--- config.mk ---
export PLATFORM = sky130hd
export DESIGN_NAME = pipe_hazard_ctrl
export DESIGN_NICKNAME = d
export VERILOG_FILES = /design/src/rtl/pipe_hazard_ctrl.sv
export SDC_FILE = /design/constraint.sdc
export NUM_CORES = 1
export LEC_CHECK = 0
export CORE_AREA = 2 2 90 92
export CTS_CLUSTER_DIAMETER = 100
export DETAILED_ROUTE_END_ITERATION = 8
export DIE_AREA = 0 0 92 94
export PLACE_DENSITY_LB_ADDON = 0.05
export SETUP_SLACK_MARGIN = 0.1
export SYNTH_ARGS = -nofsm -noshare
export SYNTH_HDL_FRONTEND = slang
export SYNTH_SLANG_ARGS = --single-unit
export TNS_END_PERCENT = 1
--- constraint.sdc ---
create_clock -name clk -period 3.2 [get_ports clk]
set_input_delay 0.64 -clock clk [delete_from_list [all_inputs] [get_ports clk]]
set_output_delay 0.64 -clock clk [all_outputs]
set_load 0.05 [all_outputs]
--- src/rtl/pipe_hazard_ctrl.sv ---
// Hazard controller for an in-order pipeline. It tracks the stages after ID and drives
// stall, flush and forwarding controls, plus counters for stall cycles and flushes.
module pipe_hazard_ctrl #(
  parameter  int STAGES  = 3,
  parameter  int RESOLVE = 3,
  parameter  int NREG    = 8,
  parameter  int NSRC    = 2,
  parameter  int SELW    = $clog2(STAGES + 1),
  localparam int REGW    = (NREG > 1) ? $clog2(NREG) : 1
) (
  input  logic                   clk,
  input  logic                   reset,
  input  logic                   id_valid,
  input  logic [REGW-1:0]        id_dest,
  input  logic                   id_we,
  input  logic                   id_load,
  input  logic [NSRC*REGW-1:0]   id_src,
  input  logic [NSRC-1:0]        id_src_used,
  input  logic                   imem_stall,
  input  logic                   dmem_stall,
  input  logic                   redirect,
  output logic                   id_ready,
  output logic                   advance,
  output logic                   lu_stall,
  output logic                   kill,
  output logic [STAGES-1:0]      stage_valid,
  output logic [NSRC*SELW-1:0]   ex_fwd_sel,
  output logic [NSRC-1:0]        id_wb_bypass,
  output logic [15:0]            lu_stall_count,
  output logic [15:0]            flush_count
);

  // Index s-1 of every per-stage vector holds stage s (stage 1 = EX).
  logic [STAGES-1:0]           valid_q, valid_d;
  logic [STAGES-1:0]           we_q, we_d;
  logic [STAGES-1:0]           load_q, load_d;
  logic [STAGES-1:0][REGW-1:0] dest_q, dest_d;
  logic [NSRC*REGW-1:0]        src_q, src_d;
  logic [NSRC-1:0]             src_used_q, src_used_d;
  logic [15:0]                 lu_cnt_q, lu_cnt_d;
  logic [15:0]                 fl_cnt_q, fl_cnt_d;

  logic            mstall;
  logic [NSRC-1:0] lu_hit;
  logic            unused_load_top;

  // The load flag only matters while an instruction sits in stage 2.
  assign unused_load_top = load_q[STAGES-1];

  assign mstall = imem_stall | dmem_stall;
  // Gated by reset so that id_ready reflects only the memory stalls while reset is held.
  assign kill   = redirect & ~imem_stall & reset;

  assign lu_stall = valid_q[0] & valid_q[1] & we_q[1] & load_q[1] & (|lu_hit) & ~mstall;
  assign advance  = kill | ~mstall;
  assign id_ready = kill | (~mstall & ~lu_stall);

  genvar gi;
  generate
    for (gi = 0; gi < NSRC; gi++) begin : g_src
      logic [REGW-1:0] ex_src;
      logic [SELW-1:0] fwd_sel;

      assign ex_src     = src_q[gi*REGW +: REGW];
      assign lu_hit[gi] = src_used_q[gi] & (ex_src == dest_q[1]);

      // Scan from the oldest stage down so the youngest matching producer wins.
      always_comb begin
        fwd_sel = '0;
        for (int k = STAGES; k >= 2; k--) begin
          if (src_used_q[gi] && valid_q[k-1] && we_q[k-1] && (dest_q[k-1] == ex_src)) begin
            fwd_sel = SELW'(k);
          end
        end
      end

      assign ex_fwd_sel[gi*SELW +: SELW] = fwd_sel;
      assign id_wb_bypass[gi] = valid_q[STAGES-1] & we_q[STAGES-1] & id_src_used[gi] &
                                (id_src[gi*REGW +: REGW] == dest_q[STAGES-1]);
    end
  endgenerate

  always_comb begin
    valid_d    = valid_q;
    we_d       = we_q;
    load_d     = load_q;
    dest_d     = dest_q;
    src_d      = src_q;
    src_used_d = src_used_q;
    if (advance) begin
      for (int s = 1; s < STAGES; s++) begin
        valid_d[s] = valid_q[s-1];
        we_d[s]    = we_q[s-1];
        load_d[s]  = load_q[s-1];
        dest_d[s]  = dest_q[s-1];
      end
      if (kill) begin
        // Wrong-path stages younger than the resolving stage become bubbles.
        for (int s = 0; s < RESOLVE - 1; s++) begin
          valid_d[s] = 1'b0;
          we_d[s]    = 1'b0;
          load_d[s]  = 1'b0;
        end
        src_used_d = '0;
      end else if (lu_stall) begin
        valid_d[0] = valid_q[0];
        we_d[0]    = we_q[0];
        load_d[0]  = load_q[0];
        dest_d[0]  = dest_q[0];
        valid_d[1] = 1'b0;
        we_d[1]    = 1'b0;
        load_d[1]  = 1'b0;
      end else begin
        valid_d[0] = id_valid;
        we_d[0]    = id_we;
        load_d[0]  = id_load;
        dest_d[0]  = id_dest;
        src_d      = id_src;
        src_used_d = id_src_used;
      end
    end
  end

  assign lu_cnt_d = (lu_stall && (lu_cnt_q != 16'hFFFF)) ? lu_cnt_q + 16'd1 : lu_cnt_q;
  assign fl_cnt_d = (kill && (fl_cnt_q != 16'hFFFF)) ? fl_cnt_q + 16'd1 : fl_cnt_q;

  always_ff @(posedge clk or negedge reset) begin
    if (!reset) begin
      valid_q    <= '0;
      we_q       <= '0;
      load_q     <= '0;
      dest_q     <= '0;
      src_q      <= '0;
      src_used_q <= '0;
      lu_cnt_q   <= '0;
      fl_cnt_q   <= '0;
    end else begin
      valid_q    <= valid_d;
      we_q       <= we_d;
      load_q     <= load_d;
      dest_q     <= dest_d;
      src_q      <= src_d;
      src_used_q <= src_used_d;
      lu_cnt_q   <= lu_cnt_d;
      fl_cnt_q   <= fl_cnt_d;
    end
  end

  assign stage_valid    = valid_q;
  assign lu_stall_count = lu_cnt_q;
  assign flush_count    = fl_cnt_q;

endmodule
Word-level counts from Yosys, hierarchy flattened
Index checks and enable logic that the tools add are counted.
- add/sub/neg operators: 2
- eq/ne operators: 11
- multiplexer cells: 15
- bitwise operators: 22
- reduce and logical (&&, ||, !) cells: 17
- operators with widths (kind ; count):
    adder 16 x 1 -> 16 bit (second input constant) ; 2
    inequality test 16 bit (second input constant) ; 2
    == test 3 bit ; 8
    two-way mux 2 bit ; 9
    bitwise AND 1 bit ; 15
    logical AND 1 bit ; 14
    two-way mux 1 bit ; 6
    NOT 1 bit ; 4
    bitwise OR 1 bit ; 3
    AND reduction 3 bit ; 1
    inequality test 2 x 1 -> 1 bit (second input constant) ; 1
    AND reduction 2 bit ; 1
    OR reduction 2 bit ; 1
- bits in registers: 57
- bits of input ports: 19
- output and inout bits: 45
- logic and storage cells: 80

Logic depth before layout (Yosys ltp)
- depth after elaboration: 8
- mapped depth: 7
- mapped depth without buffers: 6

Least setup slack after synthesis
Ideal clock, no wire load.
- path kind: in2out
- from: input id_src[2]
- to: output id_wb_bypass[0]
- data arrival time: 2338 ps
- required time: 2560 ps
- setup slack: 222 ps
- stages on the path: 2
- buffers on the path: 0
- path through: xor2_1 > nor4_1
- cells in the longest elaborated chain, start to end: 2
- ends and longest elaborated chain (item ; RTL line ; RTL):
    from (decl) ; 17 ; input logic [NSRC*REGW-1:0] id_src,
    == test 3 bit ; 79 ; (id_src[gi*REGW +: REGW] == dest_q[STAGES-1]);
    bitwise AND 1 bit ; 78 ; assign id_wb_bypass[gi] = valid_q[STAGES-1] & we_q[STAGES-1] & id_src_used[gi] &
    to (decl) ; 28 ; output logic [NSRC-1:0] id_wb_bypass,
Every way passes these cells.

Worst setup path in the final report
- from: register dest_q[8] (netlist name)
- to: output ex_fwd_sel[2]
- cells in the longest elaborated chain, start to end: 4
- ends and longest elaborated chain (item ; RTL line ; RTL):
    from (decl) ; 37 ; logic [STAGES-1:0][REGW-1:0] dest_q, dest_d;
    from (signal assigned) ; 141 ; dest_q <= dest_d;
    == test 3 bit ; 71 ; if (src_used_q[gi] && valid_q[k-1] && we_q[k-1] && (dest_q[k-1] == ex_src)) begin
    logical AND 1 bit ; 71 ;
    two-way mux 2 bit (2 in a row) ; 71 ;
    to (decl) ; 27 ; output logic [NSRC*SELW-1:0] ex_fwd_sel,
Every way passes these cells.

==> impl_metrics.py <==
metrics = {
    "worst_setup_path": {
        "crit_fanout": 5,
        "crit_chain": "xor2_1 -> or4_1 -> nor2_1 -> clkdlybuf4s50_1",
        "reg2reg_from": "flush_count[0]",
        "rrSetupSlack_ns": 1.01,
        "r2r_cells": 5,
        "slowest_delay_ns": 0.81,
        "critical_path_class": "register to output port",
        "cp-start-kind": "register",
        "worst-path-buf-inv": 1,
        "timing.rr.end": "flush_count[1]",
        "end_kind": "output port",
        "worstPathRequired_ns": 2.56,
        "slowest_stage": "clkdlybuf4s50_1",
        "crit_family": "buffers and inverters",
        "cp.arrival_ns": 2.44,
    },
    "timing": {
        "finalClockSkew_ns": 0.0115,
        "slew_headroom_pct": 47.9,
        "fmax_mhz": 325,
        "setup_violations": 0,
        "hold_ws_ns": 0.502,
        "worstMarginPinSlew_ns": 0.782,
        "period_minus_slack_ns": 3.08,
        "period_share_pct": 96.3,
        "setup_tns_ns": 0,
        "hold_viol_final": 0,
        "slew_violations": 0,
        "rsz0062_at_grt": "true",
    },
    "drt": {
        "routed_wl_um": 6150,
        "first_pass_iters": 4,
        "drc_errors": 0,
        "vias_per_cell": 4.91,
        "drt_iter0_drc": 63,
        "wl_per_cell_um": 14.8,
        "num_vias": 2041,
        "antenna_left": 0,
    },
    "yosys": {
        "synth.avg_cell_area_um2": 11.6,
        "ys_warn_count": 0,
        "yosys_register_bits": 57,
        "synth_top_area_share_pct": 51.6,
        "synth_edf_count": 0,
        "yosysMostFrequentCell": "dfrtp_1",
        "synth_area_mm2": 0.00277,
        "synth_cell_type_count": 35,
        "async_flop_share_pct": 100,
        "yosysSeqAreaShare_pct": 51.6,
        "syn-num-nets": 260,
        "synth.largest_area_cell": "dfrtp_1",
        "syn_inst": 239,
        "ys.flop_type": "dfrtp_1",
        "yosys-top-cells-area": "dfrtp_1 52%, xnor2_1 7.9%, mux2_2 7.3%, xor2_1 6.3%, nand3_1 3.8%",
        "ys_top_cells_by_count": "57 x dfrtp_1, 25 x xnor2_1, 21 x nand3_1, 20 x xor2_1, 18 x mux2_2",
    },
    "flow_run": {
        "cap_viol_max_count": 0,
    },
    "placed_design": {
        "dpl.hpwl_um": 4480,
        "port_buffers": 63,
        "dp_cells": 400,
        "dpl_cell_area_mm2": 0.00353,
        "routabilityCongestion": 0.825,
    },
    "cts": {
        "clock-root-buffer": "clkbuf_8",
        "cts_buffer_depth": 2,
        "clock-sinks": 57,
        "clk_latency_ns": 0.33,
        "numCtsBuffers": 9,
        "cts_tree": "built",
        "postCtsSetupRepairBufs": 0,
        "cts_max_level": 3,
        "cts.clk_slew.worst_paths_ns": 0.07,
    },
    "pwr": {
        "design_power_total_mw": 2.17,
        "p_per_area_mw_per_mm2": 578,
        "p_leak_nw": 1.61,
        "irDropWorstVdd_uv": 529,
    },
    "floorplan": {
        "core-area_mm2": 0.00761,
        "fp.dieArea_mm2": 0.00865,
        "rows": 32,
        "die_x_um": 92,
        "ioPinCount": 64,
        "start_util_pct": 36.4,
        "die_y_um": 94,
    },
    "global_routing": {
        "grt_pass1_wl_um": 10100,
        "grt_pass1_vias": 1991,
        "track_usage_pct": 15.2,
        "gr-total-overflow": 0,
        "antenna_found_initial": 0,
        "grt_max_degree": 58,
    },
    "layout": {
        "drive_gt1_share_pct": 17.8,
        "final_nets": 330,
        "fin_cells": 416,
        "fin_area_mm2": 0.00375,
        "num_antenna_cells": 0,
        "syn2layout_area_growth_pct": 35.6,
    },
    "status": {
        "status": "finished clean",
    },
    "worst_hold_path": {
        "hold_path_class": "primary input to async pin",
    },
}
==> how the worst max path moves through the flow <==
stage / end / depth (start not counted) / start
CTS: ex_fwd_sel[2] / 4 / dest_q[8]
finish: ex_fwd_sel[2] / 4 / dest_q[8]
floorplan: id_wb_bypass[0] / 2 / id_src[2]
global route: ex_fwd_sel[1] / 4 / dest_q[8]
global placement: id_ready / 6 / imem_stall
detailed placement: id_ready / 6 / imem_stall
==> cell usage in the layout, fill, tap and decap left out, types with 3 or more instances in the layout <==
cell type and count:
buf_12 4, and3_1 4, xor2_1 20, nand2_1 11
a22o_1 8, nand4_1 10, a21oi_1 3, nor2_1 12
nor3_1 6, clkdlybuf4s50_1 55, mux2_2 18, dfrtp_1 57
or4_1 3, nand3_1 21, buf_4 5, xnor2_1 25
clkbuf_8 9, inv_1 9
==> kinds of logic after synthesis <==
| kind of cell | share of synthesized area, % |
|---|---|
| adders and majority gates | 0.904 |
| buffers and inverters | 2.89 |
| AOI/OAI and AO/OA | 5.97 |
| muxes | 8.77 |
| DFF | 51.6 |
| and+or+nand+nor | 15.6 |
| xor gates and xnor gates | 14.2 |
==> routing by layer <==
layer / part of all wire (%) / GRT usage (%) / up-vias
met5: 0 / 0 / -
met4: 2.4 / 7.96 / 0
met3: 3.9 / 3.37 / 13
met2: 46 / 22.9 / 46
met1: 47 / 20.4 / 992
li1: - / - / 990
==> cell type report <==
type	instances	area (um2)
Fill cell	712	3850
Sequential cell	57	1430
Multi-Input combinational cell	166	1260
Timing Repair Buffer	66	682
Tap cell	102	128
Clock buffer	9	124
Clock inverter	7	95.1
Inverter	9	33.8
==> flip-flops by register name (all words and copies together) (netlist names) <==
signal	flops
dest_q	9
load_q	2
we_q	3
src_q	6
lu_stall_count	16
flush_count	16
src_used_q	2
stage_valid	3
==> stage by stage <==
step,setup slack [ns],util (%)
2_1_floorplan,0.222,-
5_1_grt,0.0189,49.3
3_3_place_gp,0.436,46.4
3_5_place_dp,0.402,46.4
4_1_cts,0.0844,49.3
6_report,0.119,49.3
==> report_power, final <==
part / switching (mW) / leakage, nW / internal (mW)
Sequential: 0.125 / 0.735 / 0.813
Clock: 0.294 / 0.109 / 0.437
Combinational: 0.275 / 0.762 / 0.223
==> worst reg2reg max path, cell delays in order (launching register included) <==
cell     delay [ns]
dfrtp_1        0.44
ha_1           0.19
nand3_1        0.19
or4_1          0.61
o21ai_4        0.29
mux2_2         0.36
==> what timing repair did <==
item | in CTS | in global routing
resized for setup | 1 | 1
hold buffers | 0 | 0
endpoints found under the setup margin | 3 | 4
Power figures use the tool's default switching activity.
